## src/rtl/ts_sync_monitor_pkg.sv

```systemverilog
// ts_sync_monitor_pkg
// Shared constants and the FSM state encoding for the TS sync monitor.
// No ports.
package ts_sync_monitor_pkg;

    localparam logic [7:0] TS_SYNC_BYTE = 8'h47;
    localparam int         TS_PKT_LEN   = 188;

    typedef enum logic [1:0] {
        HUNT   = 2'd0,
        VERIFY = 2'd1,
        LOCK   = 2'd2
    } ts_state_e;

    function automatic logic is_sync_byte(input logic [7:0] b);
        return b == TS_SYNC_BYTE;
    endfunction

endpackage

```

## src/rtl/ts_sync_monitor_sat_counter.sv

```systemverilog
// sat_counter
// W-bit statistics counter: counts up on inc_i, sticks at all-ones,
// clr_i zeroes it on the next edge and overrides a coincident inc_i.
// Ports:
//   clk    in   clock
//   rst_n  in   asynchronous reset, active-low
//   inc_i  in   increment request
//   clr_i  in   synchronous clear
//   cnt_o  out  current count
module sat_counter #(
    parameter int W = 16
) (
    input  logic         clk,
    input  logic         rst_n,
    input  logic         inc_i,
    input  logic         clr_i,
    output logic [W-1:0] cnt_o
);

    logic [W-1:0] cnt_q;
    logic [W-1:0] cnt_d;

    always_comb begin
        cnt_d = cnt_q;
        if (clr_i) begin
            cnt_d = '0;
        end else if (inc_i && (cnt_q != '1)) begin
            cnt_d = cnt_q + 1'b1;
        end
    end

    always_ff @(posedge clk or negedge rst_n) begin
        if (!rst_n) begin
            cnt_q <= '0;
        end else begin
            cnt_q <= cnt_d;
        end
    end

    assign cnt_o = cnt_q;

endmodule

```

## src/rtl/ts_sync_monitor.sv

```systemverilog
// ts_sync_monitor
// Locks onto the 0x47 sync byte of a byte-wide transport stream with a fixed
// PKT_LEN spacing, re-registers the stream and regenerates a clean packet
// start strobe. Lock status and statistics are exported for readout.
//
// Optional build macro: TS_SYNC_PSYNC_CHECK_EN
//   defined   -> P_SYNC_IN is compared against the locally derived packet
//                start on every valid byte in LOCK; mismatches are counted.
//   undefined -> no comparator, PSYNC_ERR_CNT is constant 0.
//
// Ports:
//   CLK            in   byte clock
//   RST            in   asynchronous reset, active-low
//   DATA_IN        in   TS byte
//   D_VALID_IN     in   byte qualifier
//   P_SYNC_IN      in   upstream packet-start flag (optional check only)
//   CLR_CNT        in   synchronous clear of all statistics counters
//   DATA_OUT       out  DATA_IN delayed one cycle
//   D_VALID_OUT    out  D_VALID_IN delayed one cycle
//   P_SYNC_OUT     out  regenerated packet start, only while locked
//   LOCKED         out  state machine is in LOCK
//   PKT_CNT        out  good packets seen in LOCK (saturating)
//   SYNC_ERR_CNT   out  missing sync bytes seen in LOCK (saturating)
//   PSYNC_ERR_CNT  out  P_SYNC_IN disagreements (saturating, optional)
//
// state  | meaning
// -------+-----------------------------------------------------------
// HUNT   | searching for a 0x47 candidate on any valid byte
// VERIFY | candidate found; checking 0x47 recurs every PKT_LEN bytes
// LOCK   | aligned; counting packets and tolerating isolated misses
module ts_sync_monitor
    import ts_sync_monitor_pkg::*;
#(
    parameter int PKT_LEN    = TS_PKT_LEN,
    parameter int LOCK_CNT   = 3,
    parameter int UNLOCK_CNT = 3,
    parameter int CNT_W      = 16
) (
    input  logic             CLK,
    input  logic             RST,
    input  logic [7:0]       DATA_IN,
    input  logic             D_VALID_IN,
    input  logic             P_SYNC_IN,
    input  logic             CLR_CNT,
    output logic [7:0]       DATA_OUT,
    output logic             D_VALID_OUT,
    output logic             P_SYNC_OUT,
    output logic             LOCKED,
    output logic [CNT_W-1:0] PKT_CNT,
    output logic [CNT_W-1:0] SYNC_ERR_CNT,
    output logic [CNT_W-1:0] PSYNC_ERR_CNT
);

    localparam int POS_W  = $clog2(PKT_LEN);
    localparam int GOOD_W = $clog2(LOCK_CNT + 1);
    localparam int BAD_W  = $clog2(UNLOCK_CNT + 1);

    localparam logic [POS_W-1:0]  POS_LAST  = POS_W'(PKT_LEN - 1);
    localparam logic [GOOD_W-1:0] GOOD_DONE = GOOD_W'(LOCK_CNT);
    localparam logic [BAD_W-1:0]  BAD_DONE  = BAD_W'(UNLOCK_CNT);

    ts_state_e         state_q, state_d;
    logic [POS_W-1:0]  pos_q, pos_d;
    logic [GOOD_W-1:0] good_q, good_d;
    logic [BAD_W-1:0]  bad_q, bad_d;
    logic [7:0]        data_q;
    logic              dvalid_q;
    logic              psync_q, psync_d;
    logic              pkt_inc;
    logic              err_inc;
    logic              is_sync;
    logic              check_pos;
    logic [POS_W-1:0]  pos_adv;

    assign is_sync   = is_sync_byte(DATA_IN);
    assign check_pos = (pos_q == '0);
    assign pos_adv   = (pos_q == POS_LAST) ? '0 : pos_q + 1'b1;

    always_comb begin
        state_d = state_q;
        pos_d   = pos_q;
        good_d  = good_q;
        bad_d   = bad_q;
        pkt_inc = 1'b0;
        err_inc = 1'b0;
        psync_d = 1'b0;

        if (D_VALID_IN) begin
            case (state_q)
                HUNT: begin
                    // The candidate itself is position 0, so the next byte is 1.
                    if (is_sync) begin
                        state_d = VERIFY;
                        pos_d   = POS_W'(1);
                        good_d  = GOOD_W'(1);
                        bad_d   = '0;
                    end
                end
                VERIFY: begin
                    pos_d = pos_adv;
                    if (check_pos) begin
                        if (is_sync) begin
                            good_d = good_q + 1'b1;
                            if (good_d == GOOD_DONE) begin
                                state_d = LOCK;
                            end
                        end else begin
                            state_d = HUNT;
                        end
                    end
                end
                LOCK: begin
                    pos_d = pos_adv;
                    if (check_pos) begin
                        if (is_sync) begin
                            bad_d   = '0;
                            pkt_inc = 1'b1;
                        end else begin
                            bad_d   = bad_q + 1'b1;
                            err_inc = 1'b1;
                            if (bad_d == BAD_DONE) begin
                                state_d = HUNT;
                            end
                        end
                    end
                end
                default: state_d = HUNT;
            endcase

            // Alignment is trusted whenever we stay (or land) in LOCK, so a
            // missed sync byte still gets a start strobe.
            psync_d = check_pos && (state_q != HUNT) && (state_d == LOCK);
        end
    end

    always_ff @(posedge CLK or negedge RST) begin
        if (!RST) begin
            state_q  <= HUNT;
            pos_q    <= '0;
            good_q   <= '0;
            bad_q    <= '0;
            data_q   <= '0;
            dvalid_q <= 1'b0;
            psync_q  <= 1'b0;
        end else begin
            state_q  <= state_d;
            pos_q    <= pos_d;
            good_q   <= good_d;
            bad_q    <= bad_d;
            data_q   <= DATA_IN;
            dvalid_q <= D_VALID_IN;
            psync_q  <= psync_d;
        end
    end

    assign DATA_OUT    = data_q;
    assign D_VALID_OUT = dvalid_q;
    assign P_SYNC_OUT  = psync_q;
    assign LOCKED      = (state_q == LOCK);

    sat_counter #(.W(CNT_W)) u_pkt_cnt (
        .clk   (CLK),
        .rst_n (RST),
        .inc_i (pkt_inc),
        .clr_i (CLR_CNT),
        .cnt_o (PKT_CNT)
    );

    sat_counter #(.W(CNT_W)) u_sync_err_cnt (
        .clk   (CLK),
        .rst_n (RST),
        .inc_i (err_inc),
        .clr_i (CLR_CNT),
        .cnt_o (SYNC_ERR_CNT)
    );

`ifdef TS_SYNC_PSYNC_CHECK_EN
    logic psync_mismatch;

    assign psync_mismatch = D_VALID_IN && (state_q == LOCK) && (P_SYNC_IN != check_pos);

    sat_counter #(.W(CNT_W)) u_psync_err_cnt (
        .clk   (CLK),
        .rst_n (RST),
        .inc_i (psync_mismatch),
        .clr_i (CLR_CNT),
        .cnt_o (PSYNC_ERR_CNT)
    );
`else
    logic unused_p_sync_in;

    assign unused_p_sync_in = P_SYNC_IN;
    assign PSYNC_ERR_CNT    = '0;
`endif

endmodule

```

## config.mk

```make
export PLATFORM = sky130hd
export DESIGN_NAME = ts_sync_monitor
export DESIGN_NICKNAME = d
export VERILOG_FILES = /design/src/rtl/ts_sync_monitor_pkg.sv /design/src/rtl/ts_sync_monitor_sat_counter.sv /design/src/rtl/ts_sync_monitor.sv
export SDC_FILE = /design/constraint.sdc
export NUM_CORES = 1
export LEC_CHECK = 0
export ABC_AREA = 1
export BUFFER_PORTS_ARGS = -buffer_cell sky130_fd_sc_hd__buf_2
export CAP_MARGIN = 10
export CORE_AREA = 2 2 103 105
export DETAILED_ROUTE_END_ITERATION = 16
export DIE_AREA = 0 0 105 107
export RECOVER_POWER = 100
export SLEW_MARGIN = 20
export SYNTH_ARGS = -nofsm -noshare
export SYNTH_HDL_FRONTEND = slang
export SYNTH_SLANG_ARGS = --single-unit
```

## constraint.sdc

```tcl
create_clock -name CLK -period 1.9 [get_ports CLK]
set_input_delay 0.19 -clock CLK [delete_from_list [all_inputs] [get_ports CLK]]
set_output_delay 0.19 -clock CLK [all_outputs]
set_load 0.01 [all_outputs]
```

==> impl_metrics.yaml, run 1 <==
floorplanning:
  dieArea_um2: 11200
  die_y_um: 107
  start_util_pct: 34.7
  coreArea_um2: 10100
  num_io_pins: 72
  die_w_um: 105
  placementRows: 37
cells_and_area:
  nets: 567
  diodes: 0
  design_area_um2: 4090
  final_cell_mix: "nand2_1 (110), dfrtp_1 (56), nand3_1 (54)"
  drive_gt1_share_pct: 9.17
  mostFrequentLayoutCell: "nand2_1"
  syn_to_final_growth_pct: 16.8
  nFillCells: 1094
  ff_latch_area_um2: 1400
  multiInputGateArea_um2: 1790
detailed_routing:
  firstDrtPassIters: 5
  drtIter0Drc: 123
  drc: 0
  via_per_inst: 4.69
  wl_mm: 7.99
  vias: 3195
  drt.antenna.violating_nets: 0
  wire_per_inst_um: 11.7
yosys:
  yosys_warnings: 0
  synth-edff-count: 0
  syn_inst: 469
  avgSynthCellArea_um2: 7.46
  ys_ff_latch: 56
  ys.flop_type: "dfrtp_1"
  ys_seq_area_share_pct: 40.1
  synthesis.area_um2: 3500
  synthArstFlopShare_pct: 100
  ys_types: 27
worst_setup_path:
  arrival_ns: 1.96
  crit_chain: "ha_1, nand2_1, nor3_4, nand2_2, nor2_2, nand2_2, nand2_4, nand2_4, nand3_1, nand2_1"
  cpPeakStageDelay_ns: 0.36
  r2r_end: "u_sync_err_cnt.cnt_o[1]"
  crit_path_end: "u_sync_err_cnt.cnt_o[1]"
  r2r_start: "u_sync_err_cnt.cnt_o[0]"
  startpoint_type: "flip-flop"
  crit_required_ns: 2.11
  regToRegSetupSlack_ns: 0.15
  path_depth: 10
  worst-path-buf-inv: 0
  cp-startpoint: "u_sync_err_cnt.cnt_o[0]"
  slowest_stage: "dfrtp_1"
  cp_top_family: "simple AND/OR/NAND/NOR gates"
  crit_path_end_kind: "flip-flop"
  path_class: "flip-flop to flip-flop"
  worstPathMaxFanout: 18
  r2r_cells: 10
sta:
  slew_headroom_pct: 28.4
  fmax_ghz: 0.570
  finalMaxSlewViolations: 0
  period_share_pct: 92.3
  worst_clock_skew_ns: 0.0157
  hold_viol_final: 0
  worst_pin_slew_ns: 1.07
  finalSetupViolations: 0
  setup_ws_ns: 0.146
  fin_crit_ns: 1.75
grt:
  grt_max_degree: 39
  antenna_found_initial: 0
  grt_first_pass_wirelength_mm: 13.7
  gr-usage-all-layers_pct: 14.8
  grt_pass1_vias: 2955
  gr-total-overflow: 0
place:
  place_ws_ns: 0.117
  portBuffers: 54
  gp_congestion: 0.909
  hpwl_mm: 5.98
  dpl_cell_area_um2: 3960
cts:
  cts.sinks: 56
  cts_tree: "yes"
  clk_path_buf_depth: 2
  cts_made_buffers: 5
  cts_root_buf: "clkbuf_8"
  clock_latency_ns: 0.32
  htreeDepth: 2
  clk_pin_slew_ns: 0.11
power_and_ir_drop:
  vdd.ir_drop.worst_mv: 0.303
  power_density_nw_per_um2: 711
  leakage_uw: 0.00186
job:
  maxCapViolations: 0
run_status:
  outcome: "finished clean"
hold_path:
  min_from: "DATA_IN[0]"
  hold_path_class: "input port to flip-flop"
worst min path at each step:
stage             endpoint  slack [ns]  cells after the start
2_1_floorplan  DATA_OUT[0]       -0.11                      0
4_1_cts        DATA_OUT[0]       0.001                      1
3_5_place_dp   DATA_OUT[1]        0.17                      1
5_1_grt        DATA_OUT[2]        0.02                      1
6_report       DATA_OUT[0]        0.03                      1
3_3_place_gp   DATA_OUT[1]        0.16                      1
layout make-up:
cell class / instances / area share [%]
Inverter: 50 / 4.59
Timing Repair Buffer: 79 / 10.2
Clock buffer: 6 / 2.02
Tap cell: 136 / 4.16
Clock inverter: 2 / 0.949
Sequential cell: 56 / 34.3
Multi-Input combinational cell: 352 / 43.8
kinds of logic (layout without fill, tap and decap cells):
group / Yosys count / count (layout) / share of synthesized area [%]
AOI/OAI and AO/OA: 36 / 36 / 5.29
DFF: 56 / 56 / 40.1
other: 1 / 16 / 0.107
xor gates and xnor gates: 23 / 23 / 5.76
adders and majority gates: 10 / 10 / 3.58
buffers and inverters: 76 / 137 / 10.6
and+or+nand+nor: 267 / 267 / 34.6
synth_stat cells (5+ instances only):
cell	number	share of area, %
nand4_1	17	3.0
buf_4	17	3.6
nor3_1	17	2.4
xor2_1	21	5.3
o21ai_0	21	3.0
nor2_1	53	5.7
o21ai_1	10	1.4
nand2_1	110	12
dfrtp_1	56	40
nand3_1	54	7.7
ha_1	10	3.6
nand2_2	5	0.89
clkbuf_1	6	0.64
inv_1	47	5.0
sequential cells by signal (all words and copies together), names as in the netlist:
register and count:
DATA_OUT 8, D_VALID_OUT 1, P_SYNC_OUT 1, bad_q 2
good_q 2, pos_q 8, state_q 2, u_pkt_cnt.cnt_o 16
u_sync_err_cnt.cnt_o 16
layer usage:
metal,track usage [%],wire length [um]
met1,19.3,3750
met2,24.9,3880
met3,2.92,280
met4,4.00,77
met5,0,0
power breakdown:
group / total (uW) / internal [uW] / switching [uW]
Clock: 846 / 432 / 414
Combinational: 653 / 221 / 432
Sequential: 1410 / 1300 / 109
Total: 2910 / 1950 / 955
metrics by stage:
stage | cells | setup TNS [ns] | hold slack (ns) | power (uW) | util, %
3_5_place_dp | 664 | 0 | 0.172 | 2080 | 39.2
3_3_place_gp | 664 | 0 | 0.163 | 2060 | 39.2
5_1_grt | 681 | -0.00175 | 0.0219 | 3110 | 40.5
2_1_floorplan | 484 | 0 | -0.106 | 1900 | -
4_1_cts | 678 | 0 | 0.00120 | 2950 | 41.0
6_report | 681 | 0 | 0.0347 | 2910 | 40.5
what timing repair did:
action	CTS	global route
hold buffers	6	0
buffers inserted	0	3
endpoints found under the hold margin	23	0
setup endpoints to repair	0	16
gates resized for setup	0	3
Power figures use the tool's default switching activity.
==> inputs of run 2 (changes only) <==
BUFFER_PORTS_ARGS = -buffer_cell sky130_fd_sc_hd__buf_4   (was -buffer_cell sky130_fd_sc_hd__buf_2)
SETUP_SLACK_MARGIN = 0.4   (was default)
==> run 2 against run 1 <==
  * Sequential power about the same
  * First-iteration DRC count decreased by 28%
  * Register-to-register slack improved by 0.09 ns
  * Combinational power grew 32%
  * Clock power decreased by 16%
  * Critical path depth increased by 1
  * Power up 2.0%
  * Largest power group unchanged
  * Final cell count grew 4.1%
  * Critical path type unchanged
==> impl_metrics.yaml, run 2 (synthesized netlist as in run 1, its figures left out) <==
detailed_routing:
  vias: 3404
  drtIter0Drc: 88
  via_per_inst: 4.80
  drc: 0
  wire_per_inst_um: 12.7
  wl_mm: 9.01
  firstDrtPassIters: 5
  drt.antenna.violating_nets: 0
power_and_ir_drop:
  clkPwrFrac_pct: 24.0
  seqPwrFrac_pct: 46.9
  intPower_uw: 1940
  swShare_pct: 34.5
  power.switching_uw: 1020
  power_density_nw_per_um2: 658
  power_frac_comb_pct: 29.1
  vdd.ir_drop.worst_mv: 0.347
  total_power_uw: 2970
  leakage_uw: 0.00207
sta:
  worst_pin_slew_ns: 1.08
  hold_viol_final: 0
  worst_clock_skew_ns: 0.0157
  setup_tns_ns: 0
  finalMaxSlewViolations: 0
  period_share_pct: 87.5
  fmax_ghz: 0.601
  rsz0062_at_grt: "yes"
  slew_headroom_pct: 27.8
  fin_crit_ns: 1.66
  finalSetupViolations: 0
cells_and_area:
  syn_to_final_growth_pct: 28.9
  nets: 595
  final_cells: 709
  mostFrequentLayoutCell: "nand2_1"
  finalCoreUtilization_pct: 44.7
  nFillCells: 1047
  diodes: 0
  drive_gt1_share_pct: 18.3
  final_cell_mix: "nand2_1 (103), dfrtp_1 (54), nor2_1 (51)"
  design_area_um2: 4510
worst_setup_path:
  path_class: "flip-flop to flip-flop"
  slowest_stage: "dfrtp_1"
  arrival_ns: 1.89
  crit_required_ns: 2.13
  crit_path_end_kind: "flip-flop"
  cp_top_family: "simple AND/OR/NAND/NOR gates"
  startpoint_type: "flip-flop"
  critPathMostFrequentCell: "nand2_1"
  worstPathMaxFanout: 10
  cpPeakStageDelay_ns: 0.39
  worst-path-buf-inv: 3
  crit_chain: "inv_1, ha_4, nand2_1, inv_1, nand2_1, nor2_4, nand2_4, nand2_4, buf_12, nand2_1, o21ai_0"
grt:
  antenna_found_initial: 0
  grt_first_pass_wirelength_mm: 14.9
  met3_usage_pct: 2.98
  gr-total-overflow: 0
  grt_max_degree: 42
  top_usage_layer: "met2"
  met1_usage_pct: 20.3
  met2_usage_pct: 28.2
  grt_pass1_vias: 3209
  gr-usage-all-layers_pct: 16.2
floorplanning:
  dieArea_um2: 11200
  start_util_pct: 34.7
  die_w_um: 105
  die_y_um: 107
  placementRows: 37
  num_io_pins: 72
  coreArea_um2: 10100
place:
  gp_congestion: 0.938
  hpwl_mm: 6.08
  dpl.cell_count: 663
  dpl_cell_area_um2: 4110
  portBuffers: 54
cts:
  clock_latency_ns: 0.32
  cts.sinks: 56
  clk_pin_slew_ns: 0.09
  cts_made_buffers: 5
  cts_tree: "yes"
  htreeDepth: 2
  clk_path_buf_depth: 2
  cts_root_buf: "clkbuf_8"
job:
  maxCapViolations: 0
hold_path:
  hold_path_class: "input port to flip-flop"
run_status:
  outcome: "finished clean"
run 2: changes by cell type in the layout (fill, tap and decap cells not counted), sizes merged:
| cell | delta |
|---|---|
| buf | +22 |
| bufinv | -1 |
| clkbuf | +3 |
| clkinv | -1 |
| dlygate4sd3 | +3 |
| nand2 | +2 |
run 2: timing repair:
action	in CTS	in global routing
buffers inserted	20	5
gates cloned	3	1
endpoints found under the hold margin	48	0
resized for setup	22	37
hold buffers	9	0
setup endpoints to repair	41	46
pin swaps	11	13
run 2: metal layers:
metal | share of wire (%) | vias up
met2 | 50 | 99
met1 | 42 | 1607
met4 | 1.6 | 0
met3 | 5.7 | 11
li1 | - | 1687
met5 | 0 | -
run 2: area by class of cell:
cell class | instances | area (um2) | area share, %
clock buffers | 8 | 90.1 | 2.00
inverters | 50 | 188 | 4.16
repair buffers | 105 | 678 | 15.0
well taps | 136 | 170 | 3.77
multi-input cells | 354 | 1980 | 43.9
flip-flops and latches | 56 | 1400 | 31.1
run 2: worst paths after layout:
| kind | from | slack (ns) | end | cells after the start |
|---|---|---|---|---|
| max | state_q[0] | 0.24 | u_pkt_cnt.cnt_o[14] | 11 |
| min reg2reg | bad_q[1] | 0.50 | bad_q[1] | 2 |
| min in group asynchronous | RST | 0.59 | u_pkt_cnt.cnt_o[4] | 2 |
| min | D_VALID_IN | 0.07 | D_VALID_OUT | 1 |
| max reg2reg | state_q[0] | 0.24 | u_pkt_cnt.cnt_o[14] | 11 |
| max in group asynchronous | RST | 0.57 | pos_q[5] | 2 |
run 2: power by group through the flow:
stage	Sequential [uW]	Clock (uW)	Combinational (uW)
2_1_floorplan	1420	0	496
3_3_place_gp	1430	0	685
3_5_place_dp	1430	0	698
4_1_cts	1390	732	860
5_1_grt	1410	783	971
6_report	1390	712	862
run 2: through the flow:
stage	hold slack [ns]	setup slack, ns
after CTS	0.0111	0.281
after global routing	0.0546	0.109
final	0.0690	0.237
after global placement	0.223	0.181
after detailed placement	0.229	0.146
after floorplan	-0.106	0.295
==> inputs of run 3 (changes only) <==
--- a/constraint.sdc
+++ b/constraint.sdc
@@ -3,2 +3,2 @@
 set_output_delay 0.19 -clock CLK [all_outputs]
-set_load 0.01 [all_outputs]
+set_load 0.02 [all_outputs]
==> run 3 against run 2 <==
  * Critical path depth shrank 1
  * Utilization grew 3.9 points
  * Clock-buffer cell count shrank 2
==> impl_metrics.yaml, run 3 (synthesized netlist as in run 1, its figures left out) <==
power_and_ir_drop:
  power_density_nw_per_um2: 710
  leakage_uw: 0.00227
  swShare_pct: 33.4
  seqPwrFrac_pct: 39.8
  power.switching_uw: 1160
  power_frac_comb_pct: 32.9
  intPower_uw: 2320
  vdd.ir_drop.worst_mv: 0.313
  clkPwrFrac_pct: 27.3
grt:
  gr-total-overflow: 0
  gr-usage-all-layers_pct: 17.2
  grt_max_degree: 57
  antenna_found_initial: 0
  grt_first_pass_wirelength_mm: 16.0
  grt_pass1_vias: 3430
floorplanning:
  coreArea_um2: 10100
  start_util_pct: 34.7
  num_io_pins: 72
  die_y_um: 107
  die_w_um: 105
  dieArea_um2: 11200
  placementRows: 37
sta:
  finalSetupViolations: 0
  finalMaxSlewViolations: 0
  fmax_ghz: 0.590
  period_share_pct: 89.3
  setup_ws_ns: 0.204
  slew_headroom_pct: 50.7
  worst_clock_skew_ns: 0.0157
  setup_tns_ns: 0
  worst_pin_slew_ns: 0.740
  hold_viol_final: 0
  rsz0062_at_grt: "yes"
  fin_crit_ns: 1.70
cts:
  cts_tree: "yes"
  clk_pin_slew_ns: 0.10
  clk_path_buf_depth: 2
  clock_latency_ns: 0.32
  cts.sinks: 56
  cts_made_buffers: 5
  cts_root_buf: "clkbuf_8"
  htreeDepth: 2
detailed_routing:
  drc: 0
  drt.antenna.violating_nets: 0
  vias: 3540
  via_per_inst: 4.85
  drtIter0Drc: 144
  firstDrtPassIters: 4
  wire_per_inst_um: 13.3
  wl_mm: 9.68
worst_setup_path:
  crit_path_end_kind: "flip-flop"
  arrival_ns: 1.91
  path_class: "flip-flop to flip-flop"
  crit_required_ns: 2.11
  worstPathMaxFanout: 8
  startpoint_type: "flip-flop"
cells_and_area:
  diodes: 0
  ff_latch_area_um2: 1410
  mostFrequentLayoutCell: "nand2_1"
  drive_gt1_share_pct: 26.6
  multiInputGateArea_um2: 2090
  final_cell_mix: "nand2_1 (93), buf_4 (55), dfrtp_1 (50)"
  syn_to_final_growth_pct: 40.1
  nets: 616
  nFillCells: 1032
hold_path:
  hold_path_class: "input port to flip-flop"
place:
  portBuffers: 54
  place_ws_ns: 0.156
  hpwl_mm: 5.98
  gp_congestion: 0.897
run_status:
  outcome: "finished clean"
job:
  maxCapViolations: 0
## run 3: cell types whose count changed in the layout (fill, tap and decap cells not counted), moves of 4 or more
cell / delta
buf_4: +16
nand2_1: -10
nand3_1: -8
nand3_2: +8
buf_6: +7
nand2_2: +6
o21ai_0: -5
dfrtp_1: -4
dfrtp_2: +4
nor2_2: +4
o21ai_2: +4
## run 3: final timing paths
| check | end | slack (ns) | cells past startpoint | startpoint |
|---|---|---|---|---|
| min in group asynchronous | u_sync_err_cnt.cnt_o[10] | 0.44 | 2 | RST |
| worst min-delay path | DATA_OUT[1] | 0.06 | 1 | DATA_IN[1] |
| worst max-delay path | u_sync_err_cnt.cnt_o[1] | 0.20 | 10 | pos_q[0] |
| max in group asynchronous | u_pkt_cnt.cnt_o[1] | 0.90 | 2 | RST |
| worst min register to register | good_q[0] | 0.48 | 1 | good_q[0] |
| worst max register to register | u_sync_err_cnt.cnt_o[1] | 0.20 | 10 | pos_q[0] |
## run 3: repair_timing
item,CTS,global route
hold buffers,7,1
gates resized for setup,59,52
hold endpoints to repair,62,1
cloned,3,1
setup endpoints to repair,44,47
pin swaps,20,25
setup buffers,41,6
## run 3: cell type report
cell class | count | area share (%)
Inverter | 50 | 3.98
Clock buffer | 6 | 1.48
Multi-Input combinational cell | 353 | 42.6
Tap cell | 136 | 3.47
Clock inverter | 2 | 1.23
Timing Repair Buffer | 127 | 18.5
Sequential cell | 56 | 28.7
## run 3: power groups by stage
stage	clock, uW	combinational [uW]	sequential, uW
finish	950	1140	1390
global route	1020	1260	1400
CTS	973	1060	1390
detailed placement	0	720	1440
global placement	0	703	1440
floorplan	0	521	1430
## run 3: stage by stage
step / hold WS, ns / utilization, % / power (uW) / instance area [um2] / std cells
after floorplan: -0.106 / - / 1950 / 3620 / 484
after global placement: 0.298 / 41.0 / 2140 / 4140 / 663
after detailed placement: 0.305 / 41.0 / 2160 / 4140 / 663
after CTS: 0.000629 / 48.5 / 3420 / 4900 / 722
after global routing: 0.0566 / 48.6 / 3680 / 4900 / 730
final: 0.0589 / 48.6 / 3480 / 4900 / 730
## run 3: metal layers
layer  share of wire [%]  track usage [%]  vias up
li1                    -                -     1738
met1                  43             21.5     1729
met2                  52             31.3       67
met3                 3.6             2.25        6
met4                0.93             4.10        0
met5                   0                0        -
## run 3: worst max-delay path, cell delays in order (launching register included)
cell and delay, ns:
dfrtp_1 0.39, inv_1 0.12, ha_4 0.16, nand2_4 0.05, nor2_4 0.15, nand2_1 0.13
nor2_4 0.19, nand2_8 0.12, buf_8 0.16, nand3_1 0.07, nand2_1 0.05
